--- src/rtl/sevenseg_scan.sv ---
// Time-multiplexed driver for a 4-digit common-anode seven-segment display.
// A synchronized scan_clk rising edge advances the digit and reloads all registered outputs.
module sevenseg_scan #(
    parameter int NUM_DIGITS  = 4,
    parameter int SYNC_STAGES = 2
) (
    input  logic        clk_in,
    input  logic        rst_n,
    input  logic        scan_clk,
    input  logic        en,
    input  logic [15:0] value,
    input  logic [3:0]  dp_in,
    input  logic        blank_lz,
    output logic [3:0]  an,
    output logic [6:0]  seg,
    output logic        dp,
    output logic [1:0]  digit_sel
);

    localparam int IDX_W = $clog2(NUM_DIGITS);

    logic [SYNC_STAGES-1:0] sync_q;
    logic                   prev_q;
    logic                   adv;

    logic [IDX_W-1:0] idx_q, idx_d;
    logic [3:0]       an_q, an_d;
    logic [6:0]       seg_q, seg_d;
    logic             dp_q, dp_d;

    logic [3:0] nibble;
    logic       blankDigit;

    function automatic logic [6:0] hexToSeg(input logic [3:0] nib);
        logic [6:0] pattern;
        case (nib)
            4'h0: pattern = 7'h40;
            4'h1: pattern = 7'h79;
            4'h2: pattern = 7'h24;
            4'h3: pattern = 7'h30;
            4'h4: pattern = 7'h19;
            4'h5: pattern = 7'h12;
            4'h6: pattern = 7'h02;
            4'h7: pattern = 7'h78;
            4'h8: pattern = 7'h00;
            4'h9: pattern = 7'h10;
            4'hA: pattern = 7'h08;
            4'hB: pattern = 7'h03;
            4'hC: pattern = 7'h46;
            4'hD: pattern = 7'h21;
            4'hE: pattern = 7'h06;
            default: pattern = 7'h0E;
        endcase
        return pattern;
    endfunction

    // scan_clk is only ever sampled as data; prev_q turns its rising edge into a one-cycle pulse.
    always_ff @(posedge clk_in or negedge rst_n) begin
        if (!rst_n) begin
            sync_q <= '0;
            prev_q <= 1'b0;
        end else begin
            sync_q <= {sync_q[SYNC_STAGES-2:0], scan_clk};
            prev_q <= sync_q[SYNC_STAGES-1];
        end
    end

    assign adv = sync_q[SYNC_STAGES-1] & ~prev_q;

    always_comb begin
        idx_d      = adv ? idx_q + IDX_W'(1) : idx_q;
        nibble     = value[3:0];
        blankDigit = 1'b0;
        case (idx_d)
            2'd0: begin
                nibble     = value[3:0];
                blankDigit = 1'b0;
            end
            2'd1: begin
                nibble     = value[7:4];
                blankDigit = blank_lz && (value[15:4] == 12'h000);
            end
            2'd2: begin
                nibble     = value[11:8];
                blankDigit = blank_lz && (value[15:8] == 8'h00);
            end
            default: begin
                nibble     = value[15:12];
                blankDigit = blank_lz && (value[15:12] == 4'h0);
            end
        endcase
        an_d  = en ? ~(4'b0001 << idx_d) : 4'b1111;
        seg_d = blankDigit ? 7'h7F : hexToSeg(nibble);
        dp_d  = ~dp_in[idx_d];
    end

    // Inputs are only looked at on adv, so changes between advances never reach the display.
    always_ff @(posedge clk_in or negedge rst_n) begin
        if (!rst_n) begin
            idx_q <= IDX_W'(NUM_DIGITS - 1);
            an_q  <= 4'b1111;
            seg_q <= 7'h7F;
            dp_q  <= 1'b1;
        end else if (adv) begin
            idx_q <= idx_d;
            an_q  <= an_d;
            seg_q <= seg_d;
            dp_q  <= dp_d;
        end
    end

    assign an        = an_q;
    assign seg       = seg_q;
    assign dp        = dp_q;
    assign digit_sel = idx_q;

endmodule

--- config.mk ---
export PLATFORM = sky130hd
export DESIGN_NAME = sevenseg_scan
export DESIGN_NICKNAME = d
export VERILOG_FILES = /design/src/rtl/sevenseg_scan.sv
export SDC_FILE = /design/constraint.sdc
export NUM_CORES = 1
export LEC_CHECK = 0
export ABC_AREA = 1
export ABC_CLOCK_PERIOD_IN_PS = 2240
export BUFFER_PORTS_ARGS = -buffer_cell sky130_fd_sc_hd__buf_4
export CAP_MARGIN = 15
export CORE_MARGIN = 1
export CORE_UTILIZATION = 42
export CTS_CLUSTER_SIZE = 10
export DETAILED_ROUTE_END_ITERATION = 10
export PLACE_DENSITY = 0.68
export REMOVE_ABC_BUFFERS = 1
export SKIP_CTS_REPAIR_TIMING = 1
export SYNTH_ARGS = -nofsm -noshare
export SYNTH_HDL_FRONTEND = slang
export SYNTH_SLANG_ARGS = --single-unit
--- constraint.sdc ---
create_clock -name clk_in -period 2.24 [get_ports clk_in]
set_input_delay 0 -clock clk_in [delete_from_list [all_inputs] [get_ports clk_in]]
set_output_delay 0 -clock clk_in [all_outputs]
set_load 0.005 [all_outputs]
==> impl_metrics.env <==
export IMPL_cts_sinks=17
export IMPL_stdcell_area_mm2=0.001699
export IMPL_fmax_ghz=0.4756
export IMPL_worst_setup_path_start_kind="flip-flop"
export IMPL_holdWs_ps=-11.90
export IMPL_power_switching_mw=0.7636
export IMPL_syn_inst=169
export IMPL_avgSynthCellArea_um2=7.374
export IMPL_wirelength_um=3182
export IMPL_clkPwrFrac=0.090
export IMPL_status="finished, violations left"
export IMPL_combPwrFrac=0.620
export IMPL_drv_cap=0
export IMPL_power_mw=1.765
export IMPL_critPathCaptureType="flip-flop"
export IMPL_critPathKind="reg -> reg"
export IMPL_yosysUniqueCellTypes=26
export IMPL_synthArstFlopShare=1.000
export IMPL_clock_skew_ps=1.244
export IMPL_synth_ff_type="dfstp_2"
export IMPL_slew_viol_final=0
export IMPL_yosysSeqAreaShare=0.3554
export IMPL_worstPathArrival_ps=2330
export IMPL_yosysMostFrequentCell="nand2_1"
export IMPL_p_per_area_mw_per_mm2=1039
export IMPL_tightest_slew_ps=551.0
export IMPL_grtUsageMet2=0.3160
export IMPL_preCtsSetupSlack_ps=31.61
export IMPL_p_seq_frac=0.290
export IMPL_initial_core_util=0.4480
export IMPL_hp_class="in -> reg"
export IMPL_die_h_um=56.47
export IMPL_antenna_found_initial=0
export IMPL_ir_drop_v=0.0006493
export IMPL_min_period_ps=2103
export IMPL_drcViolationCount=0
export IMPL_cp_required_ps=2460
export IMPL_die_x_um=56.47
export IMPL_root_buffer="clkbuf_4"
export IMPL_busiest_layer="met2"
export IMPL_fin_ws_ps=137.2
export IMPL_period_share=0.9387
export IMPL_port_buffers=38
export IMPL_drt_initial_drc_count=42
export IMPL_ys_ff_latch=17
export IMPL_grt_max_degree=18
export IMPL_dp_cells=238
export IMPL_cts_made_buffers=3
export IMPL_fill_cells=267
export IMPL_grt_pass1_vias=1171
export IMPL_routed_via_density=5.084
export IMPL_diodes=0
export IMPL_postLayoutCoreUtil=0.6109
export IMPL_die_area_mm2=0.003189
export IMPL_globalRouteMet1Util=0.2624
export IMPL_boundaryPins=39
export IMPL_grt_overflow=0
export IMPL_drt_wirelength_per_cell_um=12.78
export IMPL_dp_hpwl_um=2392
export IMPL_htreeDepth=1
export IMPL_insertion_delay_ps=280
export IMPL_setup_viol=0
export IMPL_p_sw_frac=0.4327
export IMPL_gp_congestion=0.8469
export IMPL_groute_usage_overall=0.1939
export IMPL_internal_power_mw=1.001
export IMPL_synth_area_leaders="dfstp_2, nand2_1, nand3_1"
export IMPL_nets=250
export IMPL_dr_pass1_iters=4
export IMPL_yosysWarnings=0
export IMPL_fin_cells=249
export IMPL_place_area_mm2=0.001563
export IMPL_netlist_area_leader_share=0.2952
export IMPL_grt_use_met3=0.01152
export IMPL_placementRows=19
export IMPL_cts_max_path_buffers=2
export IMPL_violations="hold timing"
export IMPL_hold_viol_final=1
export IMPL_synth_commonest_cells="nand2_1, nand3_1, inv_1"
export IMPL_setup_tns_ps=0
export IMPL_drive_gt1_frac=0.4312
export IMPL_area_growth_pct=36.35
export IMPL_synth_edff_count=0
export IMPL_grt_first_pass_wirelength_um=4905
export IMPL_path_clk_slew_ps=90
export IMPL_cp_max_fo=9
export IMPL_relSlewSlack=0.6327
export IMPL_synth_area_mm2=0.001246
export IMPL_p_leak_nw=0.8286
export IMPL_cts_tree="yes"
export IMPL_route_vias_total=1266
export IMPL_core_area_mm2=0.002781
export IMPL_ant_nets=0
export IMPL_yosys_area_top_type="dfstp_2"
[power by group through the flow]
stage / sequential, mW / clock (mW) / combinational, mW
finish: 0.512 / 0.159 / 1.09
global route: 0.524 / 0.173 / 1.20
CTS: 0.515 / 0.165 / 0.984
detailed placement: 0.520 / 0 / 0.979
global placement: 0.513 / 0 / 0.971
floorplan: 0.533 / 0 / 0.602
[registers in the layout, summed over array words and instances (netlist names)]
signal / cells
sync_q: 2
digit_sel: 2
prev_q: 1
dp: 1
seg: 7
an: 4
[metal layers]
| metal | part of all wire | wire, µm |
|---|---|---|
| met1 | 0.47 | 1499 |
| met3 | 0.045 | 142 |
| met2 | 0.47 | 1497 |
| met4 | 0.013 | 42 |
| met5 | 0 | 0 |
[final timing paths]
kind                                  end  slack [ps]    startpoint  cells past startpoint
min in group asynchronous       sync_q[0]         120         rst_n                      2
max in group asynchronous          seg[2]        1870         rst_n                      2
worst max-delay path               seg[5]         140  digit_sel[0]                     13
worst max register to register     seg[5]         140  digit_sel[0]                     13
worst min-delay path                   dp         -10      dp_in[2]                      4
worst min register to register  sync_q[1]         350     sync_q[0]                      0
[cell usage in the layout, fill, tap and decap left out, types with 2 or more instances in the layout]
cell           count
dlygate4sd3_1      5
ha_2               2
or2_2              5
nand3_2            3
nor2_2             4
inv_2              4
buf_4             43
o32ai_1            2
nand2_1           41
nand2_2            8
inv_1             15
nor2_1            14
dfrtp_1            3
clkbuf_4           3
nor2_4             2
o21ai_0            5
dfstp_2           14
ha_1               3
nand4_1            2
nand3_1           27
a21oi_2            2
[cell families (layout without fill, tap and decap cells)]
family                   Yosys count  count (layout)  share of synthesized area
buffers and inverters             23              72                    0.08735
adder cells (fa/ha/maj)            6               6                    0.06024
AO/OA/AOI/OAI                     13              13                    0.06627
AND/OR/NAND/NOR                  110             110                     0.4307
flip-flops                        17              17                     0.3554
[worst max-delay path, stage by stage, from the launching register on]
cell and delay, ps:
dfstp_2 580, inv_1 80, nand3_1 100, nand2_2 150
nor2_4 160, nand2_1 50, nand3_1 110, nand2_4 100
inv_2 90, ha_2 200, nand3_2 100, nand2_1 110
nand2_1 70, a21oi_2 150
[area by class of cell]
type	instances	area [µm²]	area share
multi-input cells	129	735.7	0.4330
inverters	19	71.32	0.04197
clock buffers	4	26.28	0.01546
flip-flops and latches	17	442.9	0.2607
well taps	31	38.79	0.02283
repair buffers	49	384.1	0.2261
Power figures use the tool's default switching activity.
